==> config.mk <==
export PLATFORM = sky130hd
export DESIGN_NAME = adc_sample_scheduler
export DESIGN_NICKNAME = d
export VERILOG_FILES = /design/src/rtl/adc_sample_scheduler.sv
export SDC_FILE = /design/constraint.sdc
export NUM_CORES = 1
export LEC_CHECK = 0
export ABC_AREA = 1
export ABC_CLOCK_PERIOD_IN_PS = 4900
export CAP_MARGIN = 5
export CORE_MARGIN = 3
export CORE_UTILIZATION = 35
export DETAILED_ROUTE_END_ITERATION = 12
export MAX_ROUTING_LAYER = met4
export PLACE_DENSITY = 0.52
export SLEW_MARGIN = 5
export SYNTH_ARGS = -nofsm -noshare
export SYNTH_HDL_FRONTEND = slang
export SYNTH_SLANG_ARGS = --single-unit
==> constraint.sdc <==
create_clock -name clk -period 4.9 [get_ports clk]
set_clock_uncertainty 0.15 [all_clocks]
set_input_delay 0.735 -clock clk [delete_from_list [all_inputs] [get_ports clk]]
set_output_delay 0.735 -clock clk [all_outputs]
set_load 0.03 [all_outputs]
==> src/rtl/adc_sample_scheduler.sv <==
// adc_sample_scheduler: periodic SPI ADC conversion scheduler with round-robin channels and per-channel averaging.
// Optional conversion watchdog enabled by defining ADC_SCHED_TIMEOUT_EN; without it err_timeout is tied low.
module adc_sample_scheduler #(
  parameter int SAMPLE_PERIOD = 50000,
  parameter int NUM_CH        = 2,
  parameter int AVG_LOG2      = 2,
  parameter int DATA_W        = 12,
  parameter int TIMEOUT_CYC   = 1024,
  localparam int CW = NUM_CH > 1 ? $clog2(NUM_CH) : 1
) (
  input  logic              clk,
  input  logic              rst_n,
  input  logic              en,
  output logic              spi_start,
  output logic [CW-1:0]     spi_ch,
  input  logic [DATA_W-1:0] spi_data,
  input  logic              spi_valid,
  output logic [DATA_W-1:0] res_data,
  output logic [CW-1:0]     res_ch,
  output logic              res_valid,
  output logic              busy,
  output logic              ovr,
  output logic              err_timeout
);
  localparam int AW = DATA_W + AVG_LOG2;
  localparam int SW = AVG_LOG2 > 0 ? AVG_LOG2 : 1;
  typedef enum logic [2:0] {IDLE, WAIT_TICK, START, WAIT_DATA, PUBLISH} state_t;
  state_t state, nxt;
  logic [15:0]   per_cnt;
  logic [AW-1:0] acc, sum;
  logic [SW-1:0] cnt;
  logic          tick, last, accept, tmo;
  assign tick   = en && per_cnt == 16'(SAMPLE_PERIOD - 1);
  assign sum    = acc + AW'(spi_data);
  assign last   = cnt == SW'((1 << AVG_LOG2) - 1);
  assign accept = state == WAIT_DATA && spi_valid;
`ifdef ADC_SCHED_TIMEOUT_EN
  localparam int WW = $clog2(TIMEOUT_CYC + 1);
  logic [WW-1:0] wd;
  assign tmo = state == WAIT_DATA && !spi_valid && wd == WW'(TIMEOUT_CYC - 1);
  // Watchdog: counts cycles spent waiting for the current conversion result
  always_ff @(posedge clk)
    wd <= (!rst_n || state != WAIT_DATA) ? '0 : wd + 1'b1;
  // Sticky flag recording that a conversion was abandoned
  always_ff @(posedge clk)
    if (!rst_n) err_timeout <= 1'b0;
    else if (tmo) err_timeout <= 1'b1;
`else
  assign tmo = 1'b0;
  assign err_timeout = TIMEOUT_CYC < 0;
`endif
  // State register
  always_ff @(posedge clk)
    state <= !rst_n ? IDLE : nxt;
  // Next-state logic; a discarded (timed-out) sample retries the same channel on the next tick
  always_comb begin
    nxt = state;
    case (state)
      IDLE:      nxt = en ? WAIT_TICK : IDLE;
      WAIT_TICK: nxt = !en ? IDLE : tick ? START : WAIT_TICK;
      START:     nxt = WAIT_DATA;
      WAIT_DATA: nxt = accept ? (last ? PUBLISH : WAIT_TICK) : tmo ? WAIT_TICK : WAIT_DATA;
      PUBLISH:   nxt = WAIT_TICK;
      default:   nxt = IDLE;
    endcase
  end
  // State-decoded strobes
  always_comb begin
    spi_start = state == START;
    busy      = state == START || state == WAIT_DATA;
    res_valid = state == PUBLISH;
  end
  // Period counter, accumulator, channel rotation and published result
  always_ff @(posedge clk)
    if (!rst_n) begin
      per_cnt  <= '0;
      acc      <= '0;
      cnt      <= '0;
      spi_ch   <= '0;
      res_data <= '0;
      res_ch   <= '0;
      ovr      <= 1'b0;
    end else begin
      if (en) per_cnt <= tick ? '0 : per_cnt + 1'b1;
      if (tick && state inside {START, WAIT_DATA, PUBLISH}) ovr <= 1'b1;
      if (accept) begin
        acc <= last ? '0 : sum;
        cnt <= last ? '0 : cnt + 1'b1;
        if (last) begin
          res_data <= DATA_W'(sum >> AVG_LOG2);
          res_ch   <= spi_ch;
        end
      end
      if (state == WAIT_TICK && !en) begin
        acc <= '0;
        cnt <= '0;
      end
      if (state == PUBLISH) spi_ch <= spi_ch == CW'(NUM_CH - 1) ? '0 : spi_ch + 1'b1;
    end
endmodule

==> key figures <==
Yosys
  • Post-synthesis cell type count: 38
  • Mapped Area: 0.00297 mm²
  • Syn Inst Count: 441
  • Syn Area/Cell: 6.74 µm²
  • Biggest area consumer among synthesized cells: dfxtp_1
  • Synth area leaders: dfxtp_1 (34%), nand2_1 (16%), inv_1 (8.5%)
  • Sequential fraction of the synthesis area: 33.7%
  • Post-synthesis register bit count: 50
  • Yosys top cell area share: 33.7%
  • Post-Syn Nets: 472
  • Synth warnings: 0

CTS
  • Hold_buf cts: 0
  • Post-CTS sizing: 0
  • Clk Latency, worst-skew pair: 0.30 ns
  • Sinks on Clock Net: 50
  • Clock transition at the registers of the reported paths: 0.10 ns
  • Number of buffers added for setup after CTS: 0
  • H-tree Lvls: 2
  • CTS Buffer Depth: 2
  • CTS root buffer: clkbuf_8
  • Cts bufs inserted: 5
  • CTS tree: done

Timing
  • Setup repair after global routing missed its margin: no
  • TNS Setup: 0 ns
  • Final cycle utilization of the critical path: 55.1%
  • Maximum clock rate: 0.371 GHz
  • Final Slew Violations: 0
  • Slew HR: 56.3%
  • Final Hold Violating Endpoints: 0
  • Minimum clock period: 2.70 ns
  • Worst slew pin tran: 0.654 ns
  • Final setup violating endpoints: 0

Critical path
  • Reg2Reg Depth: 10
  • CP arrival: 1.81 ns
  • Slowest CP cell: clkdlybuf4s50_1
  • Crit Path Max Fanout: 5
  • R2R Setup Slk: 2.86 ns
  • CP required: 4.01 ns
  • Buf/Inv on CP: 2
  • Worst R2R Start: acc[0]
  • Slowest Stage Delay on Critical Path: 0.72 ns
  • WS Path Type: reg -> out
  • FF-to-FF End: res_data[4]
  • Cell repeated most along the worst path: nor2_1
  • Crit path launch type: register
  • Delay-heaviest family, CP: buffers and inverters
  • Crit-path cells: nor2_1, inv_1, nor2_1, clkdlybuf4s50_1
  • CP Capture Type: primary output

Pwr
  • PwrDens: 205 mW/mm²
  • Power Total: 712 µW
  • LEAKAGE: 1.56 nW
  • VDD IR max: 97.4 µV

Floorplan
  • Core Footprint: 0.00797 mm²
  • Top-Level Pins: 35
  • Die width: 98.1 µm
  • Die Height: 98.1 µm
  • Starting density of the core: 37.3%
  • Cell Rows: 32
  • Die area: 0.00963 mm²

Placed design
  • Area after DPL: 0.00339 mm²
  • Detailed placement HPWL: 5.43 mm
  • Gpl congestion: 0.871
  • Port Buffers: 33

Outcome
  • Outcome: finished clean

Layout
  • Most common cell after layout, fill and taps aside: nand2_1
  • Layout cell share with drive strength beyond 1: 5.47%
  • Post-layout net count: 505
  • Most frequent cells in the layout: nand2_1 (123), inv_1 (67), dfxtp_1 (50), nor2_1 (34), clkdlybuf4s50_1 (33)
  • # fillers: 861
  • Design area: 0.00348 mm²
  • Layout area overhead: 17.1%
  • # diodes: 0

Job
  • Max-cap violation count: 0

Detailed routing
  • Vias per cell: 4.70
  • First-pass DRT Iterations: 4
  • Routed WL: 7.06 mm
  • Vias: 2714
  • Drt wl/cell: 12.2 µm
  • DRC: 0
  • Final ANT Viol Nets: 0
  • DRT iter0 DRCs: 77

Global routing
  • Largest net degree at the start of global routing: 20
  • Initial antenna violation count: 0
  • First-pass GRT wire length: 12.3 mm
  • Overall global routing resource usage: 15.8%
  • Gr ovfl total: 0
  • Number of global-route vias before repair: 2600

Worst hold path
  • WHS Endpoint: acc[5]
  • HP Start: acc[5]
  • Hold Crit Depth: 2
  • HP Class: reg -> reg
[cell usage after synthesis (all sizes together)]
master	n
clkinv	1
nand3b	1
o21ai	16
xnor2	2
xor2	7
a21oi	32
dfxtp	50
nand3	26
a31oi	1
nand2	125
nand4	10
o21bai	6
buf	5
a21o	2
fa	1
nor2	40
o21a	7
and3	1
inv	69
a211oi	1
nor3b	6
nor3	11
a22oi	1
ha	14
or2	2
conb	1
clkbuf	3
[logic make-up after synthesis]
logic type      share of synthesized area (%)
xor+xnor                                 2.65
compound gates                           12.7
simple gates                             33.7
fa+ha+maj                                6.57
buf+inv                                  10.5
flops                                    33.7
other cells                             0.126
[through the flow]
| stage | hold slack, ns | std cells | setup WS [ns] | util, % |
|---|---|---|---|---|
| detailed placement | 0.312 | 569 | 1.99 | 42.5 |
| floorplan | 0.298 | 441 | 2.53 | - |
| CTS | 0.329 | 577 | 2.17 | 43.6 |
| finish | 0.325 | 577 | 2.20 | 43.6 |
| global placement | 0.301 | 569 | 2.01 | 42.5 |
| global route | 0.349 | 577 | 2.06 | 43.6 |
[area by class of cell]
type	instances	area, µm²	area share, %
sequential	50	1000	28.8
multi-input combinational	313	1660	47.7
clock buffer	5	68.8	1.98
inverter	70	263	7.56
timing repair buffer	34	338	9.72
clock inverter	3	21.3	0.612
tap	102	128	3.67
[worst max-delay path by stage]
stage / slack, ns / from / cells past startpoint / endpoint
after detailed placement: 1.99 / spi_data[0] / 11 / res_data[4]
after CTS: 2.17 / state[0] / 4 / res_valid
after floorplan: 2.53 / spi_data[0] / 10 / res_data[4]
final: 2.20 / state[0] / 4 / res_valid
after global routing: 2.06 / state[0] / 4 / res_valid
after global placement: 2.01 / spi_data[0] / 11 / res_data[4]
[sequential cells by signal (all words and copies together) (netlist names)]
register / count
acc: 14
cnt: 2
ovr: 1
per_cnt: 16
res_ch: 1
res_data: 12
spi_ch: 1
state: 3
[worst register-to-register path: stages (launching register included)]
cell and delay, ns:
dfxtp_1 0.32, ha_1 0.21, fa_1 0.43, nand3_1 0.11, nand2_1 0.11, nand2_1 0.08, nand2_1 0.05, or2_2 0.28
nand2_1 0.07, a21o_1 0.10, inv_1 0.03
[metal layers]
layer / wire length [µm] / track usage (%) / vias to the layer above
li1: - / - / 1473
met1: 3680 / 22.3 / 1200
met2: 3090 / 24.0 / 34
met3: 241 / 2.57 / 7
met4: 47 / 3.19 / 0
met5: 0 / - / -
[power by group]
group	leakage (nW)	switching (mW)	internal [mW]	total, mW
Clock	0.0441	0.145	0.101	0.246
Sequential	0.403	0.00279	0.408	0.411
Combinational	1.11	0.0325	0.0232	0.0557
Total	1.56	0.180	0.532	0.712
(Power assumes the default switching activity.)
